`config.mk`:
```
export PLATFORM = sky130hd
export DESIGN_NAME = bus_arbiter
export DESIGN_NICKNAME = d
export VERILOG_FILES = /design/src/rtl/bus_arbiter.sv
export SDC_FILE = /design/constraint.sdc
export NUM_CORES = 1
export LEC_CHECK = 0
export ABC_CLOCK_PERIOD_IN_PS = 2190
export BUFFER_PORTS_ARGS = -buffer_cell sky130_fd_sc_hd__buf_2
export CAP_MARGIN = 20
export CORE_MARGIN = 8
export CORE_UTILIZATION = 30
export DETAILED_ROUTE_END_ITERATION = 10
export GPL_TIMING_DRIVEN = 0
export RECOVER_POWER = 50
export REMOVE_ABC_BUFFERS = 1
export SYNTH_ARGS = -nofsm -noshare
export SYNTH_HDL_FRONTEND = slang
export SYNTH_SLANG_ARGS = --single-unit
```
`constraint.sdc`:
```
create_clock -name clk -period 2.19 [get_ports clk]
set_clock_uncertainty 0.05 [all_clocks]
set_input_delay 0.438 -clock clk [delete_from_list [all_inputs] [get_ports clk]]
set_output_delay 0.438 -clock clk [all_outputs]
set_load 0.02 [all_outputs]
```
`src/rtl/bus_arbiter.sv`:
```
// bus_arbiter: shares one req/ack memory bus between IF and MEM with MEM priority, flush drain and timeout
module bus_arbiter #(
    parameter int TIMEOUT = 255
) (
    input  logic        clk,
    input  logic        rst,
    input  logic        flush,
    input  logic        if_req,
    input  logic [31:0] if_addr,
    output logic [31:0] if_rdata,
    output logic        if_done,
    output logic        if_err,
    input  logic        mem_req,
    input  logic        mem_we,
    input  logic [3:0]  mem_sel,
    input  logic [31:0] mem_addr,
    input  logic [31:0] mem_wdata,
    output logic [31:0] mem_rdata,
    output logic        mem_done,
    output logic        mem_err,
    output logic        bus_cyc,
    output logic        bus_we,
    output logic [3:0]  bus_sel,
    output logic [31:0] bus_addr,
    output logic [31:0] bus_wdata,
    input  logic [31:0] bus_rdata,
    input  logic        bus_ack,
    output logic        stallreq_from_if,
    output logic        stallreq_from_mem
);
    localparam int CW = TIMEOUT > 1 ? $clog2(TIMEOUT) : 1;
    typedef enum logic [1:0] {IDLE, BUSY_MEM, BUSY_IF, DRAIN} state_t;
    state_t state, state_n;
    logic [CW-1:0] cnt;
    logic tmo, fin, if_fin, mem_fin, grant, to_mem;
    // ack wins over a timeout landing on the same cycle
    assign tmo = (TIMEOUT != 0) && (cnt == CW'(TIMEOUT - 1));
    assign fin = bus_ack | tmo;
    assign grant = (state == IDLE) && (state_n != IDLE);
    assign to_mem = state_n == BUSY_MEM;
    assign stallreq_from_if = if_req & ~if_done;
    assign stallreq_from_mem = mem_req & ~mem_done;
    always_comb begin
        state_n = state;
        if_fin = 1'b0;
        mem_fin = 1'b0;
        case (state)
            IDLE:     state_n = flush ? IDLE : mem_req ? BUSY_MEM : if_req ? BUSY_IF : IDLE;
            BUSY_MEM: begin
                state_n = fin ? IDLE : BUSY_MEM;
                mem_fin = fin;
            end
            BUSY_IF:  begin
                state_n = fin ? IDLE : flush ? DRAIN : BUSY_IF;
                if_fin = fin & ~flush;
            end
            DRAIN:    state_n = fin ? IDLE : DRAIN;
            default:  state_n = IDLE;
        endcase
    end
    always_ff @(posedge clk or negedge rst) begin
        if (!rst) begin
            state <= IDLE;
            cnt <= '0;
            bus_cyc <= 1'b0;
            bus_we <= 1'b0;
            bus_sel <= '0;
            bus_addr <= '0;
            bus_wdata <= '0;
            if_rdata <= '0;
            if_done <= 1'b0;
            if_err <= 1'b0;
            mem_rdata <= '0;
            mem_done <= 1'b0;
            mem_err <= 1'b0;
        end else begin
            state <= state_n;
            cnt <= (state_n != state || state == IDLE) ? '0 : cnt + CW'(1);
            bus_cyc <= state_n != IDLE;
            if (grant) begin
                bus_we <= to_mem & mem_we;
                bus_sel <= to_mem ? mem_sel : 4'hf;
                bus_addr <= to_mem ? mem_addr : if_addr;
                bus_wdata <= to_mem ? mem_wdata : '0;
            end
            if_done <= if_fin;
            if_err <= if_fin & ~bus_ack;
            mem_done <= mem_fin;
            mem_err <= mem_fin & ~bus_ack;
            if (if_fin) if_rdata <= bus_ack ? bus_rdata : '0;
            if (mem_fin) mem_rdata <= (bus_ack & ~bus_we) ? bus_rdata : '0;
        end
    end
endmodule

```
# Word level (Yosys, flattened, before mapping)
# Index checks and enable logic that the tools add are counted.
# totals
reg_bits	148
input_bits	139
# op_classes
n_addsub	1
n_eq_ne	6
n_mux	16
bitwise	13
reduce_logical	4
# op_table
cell	n
2-to-1 mux 32 bit	4
2-to-1 mux 2 bit	5
adder 8 x 1 -> 8 bit, second input constant	1
equality test 8 bit, second input constant	1
2-to-1 mux 8 bit	1
case mux 2 bit (4 select lines)	1
AND 1 bit	7
inverter 1 bit	5
equality test 2 x 1 -> 1 bit, second input constant	2
equality test 2 bit, second input constant	2
2-to-1 mux 1 bit	4
2-to-1 mux 4 bit	1
zero test 2 bit	1
!= test 2 bit	1
nonzero test 2 bit	1
logical AND 1 bit	1
logical OR 1 bit	1
OR 1 bit	1

# Logic depth before layout (Yosys ltp)
# Gate-level depths: netlist of run 1.
# logic_depth
word_depth	7
mapped_depth	7
mapped_depth_nobuf	5

# Worst setup path after synthesis of run 1
# No wires, ideal clock.
# synth_path
path_kind	in2out
startpoint	input port mem_req
endpoint	output port stallreq_from_mem
t_arrival_ns	1.041
required_ns	1.702
setup_slack_ns	0.661
stages	2
cell_sequence	clkbuf_1 -> nor2b_1
# synth_between
elab_chain_cells	1
# synth_lines
element	line_no	source
start, declared	13	input logic mem_req,
AND 1 bit	42	assign stallreq_from_mem = mem_req & ~mem_done;
end, declared	29	output logic stallreq_from_mem
# No other way between the ends.

# Worst setup path after layout of run 1
# layout_path
startpoint	register state[0]
endpoint	register bus_sel[1]
# layout_between
elab_chain_cells	4
word_cells_on_any_way	9
# layout_lines
element	line_no	source
start, declared	33	state_t state, state_n;
start signal, assigned	77	state <= state_n;
equality test 2 bit, or another cell as far along	47	case (state)
case mux 2 bit (4 select lines)	47	
equality test 2 x 1 -> 1 bit / nonzero test 2 bit (equally long branches)	40, 39	
2-to-1 mux 4 bit / logical AND 1 bit (equally long branches)	82, 39	
end signal, assigned	82	bus_sel <= to_mem ? mem_sel : 4'hf;
end, declared	23	output logic [3:0] bus_sel,
# Parallel ways exist; a longest one is shown, timed or not.
# A chain may end at the register's enable or synchronous reset.

==> out/metrics.cfg, run 1 <==
[timing]
slew_headroom_pct = 33.40
setup_ws_ps = 98.41
fin_hold_ws_ps = 190.6
final_min_period_over_clock_period_pct = 95.51
hold_violations = 0
setup_viol = 0
final_max_slew_viol_count = 0
worst_pin_slew_ps = 999.0
fmax_mhz = 478.1
fin_crit_ps = 2092
tns_ps = 0
grt_setup_unrepaired = false

[route]
first_iter_violations = 413
vias = 5804
drt_first_pass_iters = 4
drc = 0
routed_wl_mm = 21.78
ant_nets = 0
wl_per_cell_um = 18.71
vias_per_cell = 4.986

[final_layout]
postLayoutCellArea_sq_mm = 0.008671
antenna_cells = 0
fillerInstances = 2122
areaGrowthSynthToFinish_pct = 34.80
utilization_pct = 41.25
fin_cells = 1164
drive_above_1_share_pct = 23.73
nNetsFinal = 1017

[worst_setup_path]
worstReg2RegEnd = bus_sel[1]
critPathCaptureType = flop
worstPathArrival_ps = 2390
path_class = flop to flop
rr_worst_depth = 3
required_ps = 2490
worst-path-max-fanout = 16
r2r_slack_ps = 100
r2r-start = state[0]
start_kind = flop

[min_path]
hold_depth = 2
hold-path-endpoint = bus_wdata[30]
hp-class = input port to flop
min_from = mem_wdata[30]

[clock_tree]
cts_root_buffer = clkbuf_16
h-tree-depth = 4
cts.path.max_buffers = 2
cts_tree = yes
clock-sinks = 148
clkTransAtPathRegs_ps = 70
cts_made_buffers = 17
clock_latency_ps = 410

[placement]
port_buffers = 278
dp_cells = 1127
pre_cts_ws_ps = -321.3
dpl-instance-area_sq_mm = 0.008234
hpwl_mm = 15.79
place_congestion = 0.7857

[floorplan]
die_area_sq_mm = 0.02638
fp.dieW_um = 162.4
core-area_sq_mm = 0.02102
start_util_pct = 30.60
io_pins = 279
rows = 53
die_y_um = 162.4

[yosys]
netlist_instances = 614
synth_cell_types = 33
synthTopCellsByArea = dfrtp_1 (58%), a22oi_1 (6.3%), nand3_1 (5.3%)
yosys.area.top_type = dfrtp_1
synth_warnings = 0
ys_ff_latch = 148
avgSynthCellArea_sq_um = 10.48
yosysTopAreaCellShare_pct = 57.58
synth_seq_area_share_pct = 57.58
netlist_area_sq_mm = 0.006432

[global_routing]
grt_max_degree = 80
track_usage_pct = 16.21
grt-ovfl-total = 0
grt_antenna_before_repair = 1
grt_pass1_vias = 5952
grt_pass1_wl_mm = 34.11

[power_and_ir_drop]
cellLeakagePower_nw = 4.137
peakVddDrop_mv = 0.4828
power_per_cell_area_mw_per_mm2 = 1083
total_power_mw = 9.390

[run_status]
status = completed

[run]
max-cap-violations = 0

[registers in the layout, summed over array words and instances (netlist names)]
signal,cells
bus_sel,4
mem_rdata,32
state,2
bus_addr,32
mem_err,1
mem_done,1
if_rdata,32
if_done,1
bus_wdata,32
cnt,8
bus_cyc,1
if_err,1
bus_we,1
[final cells by class]
| class | instances | area [sq um] | share of cell area (%) |
|---|---|---|---|
| clock buffer | 17 | 425.4 | 4.906 |
| inverter | 67 | 251.5 | 2.900 |
| sequential | 148 | 3704 | 42.71 |
| multi-input combinational | 347 | 2307 | 26.61 |
| tap | 275 | 344.1 | 3.968 |
| clock inverter | 15 | 141.4 | 1.631 |
| timing repair buffer | 295 | 1498 | 17.27 |
[per-layer routing]
metal / track usage (%) / share of wire, % / up-vias
met5: 0 / 0.055 / -
met4: 4.377 / 1.2 / 2
met3: 6.724 / 9.7 / 14
met2: 26.00 / 46 / 234
met1: 19.72 / 43 / 2806
li1: - / - / 2748
[synth_stat cells (all sizes together)]
master,number
o221ai,1
a22oi,64
and2,1
nor4bb,2
nor2,10
o21ai,71
clkbuf,28
dfrtp,148
nand4,2
o22a,4
xnor2,1
nor4,2
or3,4
a22o,34
nand2,34
ha,2
xor2,2
a32oi,32
a21oi,4
o21a,1
inv,67
nand3,68
buf,25
or3b,1
nand2b,1
nor3,1
nor2b,4
[critical path, cell delays in order, from the launching register on]
cell	delay, ps
dfrtp_1	570
or3_1	740
nor2_2	460
o22a_1	210
[repair_timing]
item | 4_1_cts | 5_1_grt
resized for setup | 2 | 0
hold buffers | 1 | 0
pin swaps | 1 | 0
setup endpoints to repair | 39 | 5
setup buffers | 2 | 1
gates cloned | 1 | 0
endpoints found under the hold margin | 19 | 0
[cells in the final DEF (no fill, tap or decap), types with 4 or more instances in the layout]
cell / n
o21ai_0: 34
a22oi_2: 10
buf_2: 139
o22a_1: 4
a22oi_1: 54
nand3_1: 68
buf_8: 5
nor2_1: 8
or3_1: 4
a21oi_1: 4
inv_1: 67
inv_6: 5
clkinvlp_4: 4
o21ai_1: 35
clkbuf_1: 138
a32oi_1: 32
a22o_1: 34
clkbuf_16: 17
nand2_1: 34
dfrtp_1: 148
[cells by family (layout without fill, tap and decap cells)]
| family | Yosys count | after routing | share of synthesized area, % |
|---|---|---|---|
| compound gates | 211 | 211 | 23.87 |
| flops | 148 | 148 | 57.58 |
| simple gates | 130 | 131 | 9.920 |
| buf+inv | 120 | 394 | 7.839 |
| xor+xnor | 3 | 3 | 0.4086 |
| fa+ha+maj | 2 | 2 | 0.3890 |
[worst max-delay path by stage]
stage | from | cells after the start | to
final | state[0] | 3 | bus_sel[1]
after global routing | state[1] | 4 | if_rdata[2]
after CTS | state[0] | 3 | bus_sel[3]
after detailed placement | state[0] | 4 | bus_wdata[0]
after global placement | bus_ack | 4 | if_rdata[14]
after floorplan | state[0] | 3 | bus_wdata[0]
[power breakdown]
group	leakage, nW	internal [mW]	switching, mW	total, mW
logic	2.20	0.918	1.83	2.75
registers	1.67	3.35	0.472	3.82
clock network	0.266	1.50	1.32	2.82
Note: power is estimated with default switching activity, not from simulation.
==> inputs of run 2 (changes only) <==
- ABC_AREA: default -> 1
==> run 2 against run 1 <==
The flow now finishes with violations (max-capacitance violations, max-slew violations). Via count increased by 3.1%. Largest cell class unchanged. Synthesized area decreased by 1.4%. Global-route usage increased by 0.23 points. Non-clock buffer count decreased by 1. Maximum frequency increased by 0.48%. Largest power group is now combinational cells. Combinational power increased by 130%.
==> out/metrics.cfg, run 2 <==
[worst_setup_path]
critPathCaptureType = flop
path_class = flop to flop
required_ps = 2470
cp.buffers_inverters = 3
cpMostUsedCell = nand2_1
worst-path-max-fanout = 16
slowest_stage = dfrtp_2
start_kind = flop
worstPathArrival_ps = 2360
worstPathCellList = inv_2 > nand2_1 > inv_2 > o21ai_1 > nand2_1 > nand2_8 > nand2_8 > buf_12 > nand2_1 > o21ai_0
cp_top_family = simple AND/OR/NAND/NOR gates
slowest_delay_ps = 520

[placement]
place_congestion = 0.7693
port_buffers = 278
pre_cts_ws_ps = -2093
dp_cells = 1269
hpwl_mm = 14.40

[route]
routed_wl_mm = 22.08
first_iter_violations = 365
drc = 0
wl_met3_mm = 1.784
wl_met1_mm = 9.918
vias = 5986
drt_first_pass_iters = 4
topRoutingLayerUsed = met4
wl_per_cell_um = 16.71
ant_nets = 0
vias_per_cell = 4.531
dr_wl_met2_mm = 10.16

[final_layout]
multiInputGateArea_sq_mm = 0.002441
nNetsFinal = 1173
utilization_pct = 42.31
seq_area_sq_mm = 0.003705
final_cell_mix = nand2_1 (268), buf_2 (214), dfrtp_1 (147), nand3_1 (66)
areaGrowthSynthToFinish_pct = 39.33
layout_commonest_cell = nand2_1
fillerInstances = 2167
drive_above_1_share_pct = 27.66
fin_cells = 1321

[clock_tree]
cts_root_buffer = clkbuf_16
clock-sinks = 148
clkTransAtPathRegs_ps = 70
clock_latency_ps = 410
h-tree-depth = 4
cts_hold_buf = 0
cts_tree = yes
cts_made_buffers = 17
cts.path.max_buffers = 2

[power_and_ir_drop]
total_power_mw = 14.13
peakVddDrop_mv = 0.4833
power_per_cell_area_mw_per_mm2 = 1598
cellLeakagePower_nw = 4.729

[timing]
worst_pin_slew_ps = 1826
hold_violations = 0
setup_ws_ps = 108.4
grt_setup_unrepaired = true
fin_hold_ws_ps = 203.7
final_min_period_over_clock_period_pct = 95.05
fin_crit_ps = 2082
setup_viol = 0
fmax_mhz = 480.4
final_max_slew_viol_count = 78
slew_headroom_pct = -21.71

[global_routing]
grt_antenna_before_repair = 0
grt_max_degree = 79
grt_pass1_vias = 6120
grt-ovfl-total = 0
grt_pass1_wl_mm = 34.11
track_usage_pct = 16.44

[floorplan]
die_y_um = 161.4
core-area_sq_mm = 0.02089
rows = 53
die_area_sq_mm = 0.02605
fp.dieW_um = 161.4
io_pins = 279
start_util_pct = 30.37

[yosys]
synth_cell_types = 20
synth_commonest_cells = nand2_1 (273), dfrtp_1 (148), nand3_1 (67)
ys.flop_type = dfrtp_1
avgSynthCellArea_sq_um = 8.369
synth_warnings = 0
ys_ff_latch = 148
async_flop_share_pct = 100.0
yosys.area.top_type = dfrtp_1
yosysTopAreaCellShare_pct = 58.38
synth_edf_count = 0
synthTopCellsByArea = dfrtp_1 (58%), nand2_1 (16%), nand3_1 (5.3%)
netlist_instances = 758
synth_seq_area_share_pct = 58.38
post-synth-top-count-cell = nand2_1
netlist_area_sq_mm = 0.006344

[run_status]
status = finished, violations left
violations = max-capacitance violations, max-slew violations

[run]
max-cap-violations = 1

[min_path]
hp-class = input port to flop

-- run 2: power breakdown --
part	leakage, nW	switching, mW	total [mW]	internal [mW]
clock	0.296	1.23	3.08	1.85
combinational	2.57	4.53	6.43	1.90
sequential	1.86	0.674	4.62	3.94
-- run 2: routing by layer --
layer  vias to the layer above  track usage, %
met1                      2792           20.82
li1                       2944               -
met4                         0           3.367
met2                       237           26.38
met3                        13           6.159
met5                         -               0
-- run 2: through the flow --
step,cell area (sq um),setup TNS (ps)
floorplan,6120,-69490
global placement,7855,-520870
detailed placement,7971,-141640
CTS,8830,0
global route,8836,-85.62
finish,8838,0
-- run 2: timing repair --
item,CTS,global route
pin swaps,2,3
setup buffers,7,5
endpoints found under the hold margin,0,0
gates resized for setup,24,3
gates cloned,4,3
endpoints found under the setup margin,127,103
-- run 2: path summary, 6_finish.rpt --
check                             startpoint             to  slack (ps)  depth (start not counted)
worst min-delay path            mem_wdata[0]   bus_wdata[0]         200                          3
min in group asynchronous                rst  mem_rdata[11]         460                          1
worst min register to register  bus_addr[27]   bus_addr[27]         430                          2
max in group asynchronous                rst   if_rdata[13]         520                          1
worst max-delay path                state[1]  bus_wdata[11]         110                         10
worst max register to register      state[1]  bus_wdata[11]         110                         10
-- run 2: final cells by class --
type | instances | area share, %
antenna | 1 | 0.02831
clock buffer | 20 | 5.054
clock inverter | 12 | 1.897
inverter | 51 | 2.251
multi-input combinational | 520 | 27.62
sequential | 148 | 41.92
tap | 275 | 3.893
timing repair buffer | 294 | 17.34
-- run 2: logic make-up (layout without fill, tap and decap cells) --
logic type | after synthesis | count (layout) | share of synthesized area (%)
simple gates | 401 | 408 | 25.64
flops | 148 | 148 | 58.38
compound gates | 104 | 104 | 8.205
buf+inv | 97 | 377 | 6.548
xor+xnor | 6 | 6 | 0.8284
fa+ha+maj | 2 | 2 | 0.3944
other cells | 0 | 1 | 0
-- run 2: worst register-to-register path, cell delays in order, from the launching register on --
cell	delay, ps
dfrtp_2	520
inv_2	140
nand2_1	110
inv_2	280
o21ai_1	120
nand2_1	220
nand2_8	150
nand2_8	140
buf_12	160
nand2_1	60
o21ai_0	70
==> inputs of run 3 (changes only) <==
- SETUP_SLACK_MARGIN: default -> 0.15
==> run 3 against run 2 <==
Sequential cell count stayed put. First-iteration DRC count down 3.8%. Largest cell class unchanged. Non-clock buffer count is 11 higher. Sequential power hardly changed. Power rose by 2.5%. Clock-buffer cell count did not move. Sequential share of layout area shrank 0.67 points. Core utilization is 0.68 points higher. The flow still finishes with violations (max-capacitance violations, max-slew violations). Critical path type unchanged. Worst setup slack improved by 160 ps. Worst hold slack gained 2.8 ps. Final cell count is 0.83% higher. Clock power about the same.
==> out/metrics.cfg, run 3 (same netlist as run 2, synthesis figures left out) <==
[power_and_ir_drop]
power_frac_clock_pct = 21.2
power_per_cell_area_mw_per_mm2 = 1612
internal-power_mw = 7.890
total_power_mw = 14.47
cellLeakagePower_nw = 4.782
p_switching_mw = 6.585
combPwrFrac_pct = 47.0
p_sw_share_pct = 45.49
seq_power_share_pct = 31.7
peakVddDrop_mv = 0.4763

[route]
vias_per_cell = 4.552
drt_first_pass_iters = 4
vias = 6063
wl_per_cell_um = 17.11
ant_nets = 0
routed_wl_mm = 22.79
first_iter_violations = 351
drc = 0

[worst_setup_path]
r2r-start = cnt[0]
path_class = flop to flop
slowest_stage = dfrtp_1
start_kind = flop
worstPathCellList = inv_1 > ha_1 > inv_1 > nor2_1 > nand2_1 > nand2_4 > nand2_8 > nand2_8 > nand2_8 > buf_4 > nand2_4 > nand2_1 > nand2_1
slowest_delay_ps = 410
rr_worst_depth = 13
worstPathArrival_ps = 2210
worst-path-max-fanout = 17
required_ps = 2480
critPathCaptureType = flop
worstReg2RegEnd = bus_addr[2]
r2r_slack_ps = 270

[final_layout]
postLayoutCellArea_sq_mm = 0.008981
drive_above_1_share_pct = 27.72
nNetsFinal = 1185
fin_cells = 1332
utilization_pct = 42.99
antenna_cells = 0
layout_commonest_cell = nand2_1
areaGrowthSynthToFinish_pct = 41.58
final_cell_mix = nand2_1 (268), buf_2 (207), dfrtp_1 (147), clkbuf_1 (72), nand3_1 (67)
fillerInstances = 2152

[global_routing]
grt-ovfl-total = 0
grt_max_degree = 79
grt_antenna_before_repair = 0
grt_pass1_wl_mm = 35.07
grt_pass1_vias = 6281
track_usage_pct = 16.97

[min_path]
hp-class = input port to flop
hold_depth = 3
min_from = mem_wdata[0]
hold-path-endpoint = bus_wdata[0]

[run_status]
status = finished, violations left
violations = max-capacitance violations, max-slew violations

[floorplan]
fp.dieW_um = 161.4
io_pins = 279
die_y_um = 161.4
die_area_sq_mm = 0.02605
start_util_pct = 30.37
core-area_sq_mm = 0.02089
rows = 53

[clock_tree]
cts_made_buffers = 17
cts.path.max_buffers = 2
cts_root_buffer = clkbuf_16
clkTransAtPathRegs_ps = 70
clock_latency_ps = 410
clock-sinks = 148
cts_tree = yes
h-tree-depth = 4

[timing]
hold_violations = 0
fmax_mhz = 520.4
grt_setup_unrepaired = true
final_min_period_over_clock_period_pct = 87.75
tns_ps = 0
setup_viol = 0
setup_ws_ps = 268.2
fin_crit_ps = 1922
slew_headroom_pct = -23.31
worst_pin_slew_ps = 1850
fin_hold_ws_ps = 206.6
final_max_slew_viol_count = 78

[placement]
hpwl_mm = 14.40
port_buffers = 278
place_congestion = 0.7693
pre_cts_ws_ps = -2093
dpl-instance-area_sq_mm = 0.007971
dp_cells = 1269

[run]
max-cap-violations = 1

## run 3: cell type report
class                           count  area, sq um  area share (%)
Multi-Input combinational cell    521         2456           27.35
Timing Repair Buffer              305         1653           18.40
Tap cell                          275        344.1           3.831
Clock buffer                       20        446.7           4.974
Inverter                           51        209.0           2.327
Sequential cell                   148         3705           41.25
Clock inverter                     12        167.7           1.867
## run 3: timing repair
item,in CTS,in global routing
endpoints found under the setup margin,137,111
hold buffers,0,0
resized for setup,24,7
gates cloned,7,2
buffers inserted,13,9
pin swaps,8,6
## run 3: power groups by stage
stage	Sequential, mW	Combinational [mW]	Clock (mW)
finish	4.60	6.80	3.07
global route	4.75	7.48	3.29
CTS	4.60	6.69	3.15
detailed placement	4.60	5.99	0
global placement	4.58	5.86	0
floorplan	6.01	2.13	0
## run 3: metal layers
layer  track usage [%]  vias up  wire, um
met1             21.82     2843     10390
met4             4.377        0       283
li1                  -     2969         -
met5                 0        -         0
met2             26.76      236     10480
met3             5.905       15      1627
## run 3: worst max-delay path: cells and delay by family (launching register included)
family / cells / cell delay [ps]
buffers and inverters: 3 / 270
and+or+nand+nor: 9 / 1000
adders and majority gates: 1 / 130
DFF: 1 / 410
## run 3: how the worst max path moves through the flow
stage | endpoint | start | slack [ps]
2_1_floorplan | mem_rdata[0] | cnt[0] | -1160
3_3_place_gp | bus_addr[7] | flush | -2970
3_5_place_dp | bus_addr[7] | flush | -2090
4_1_cts | if_rdata[11] | cnt[0] | 190
5_1_grt | mem_rdata[17] | cnt[0] | 130
6_report | bus_addr[2] | cnt[0] | 270
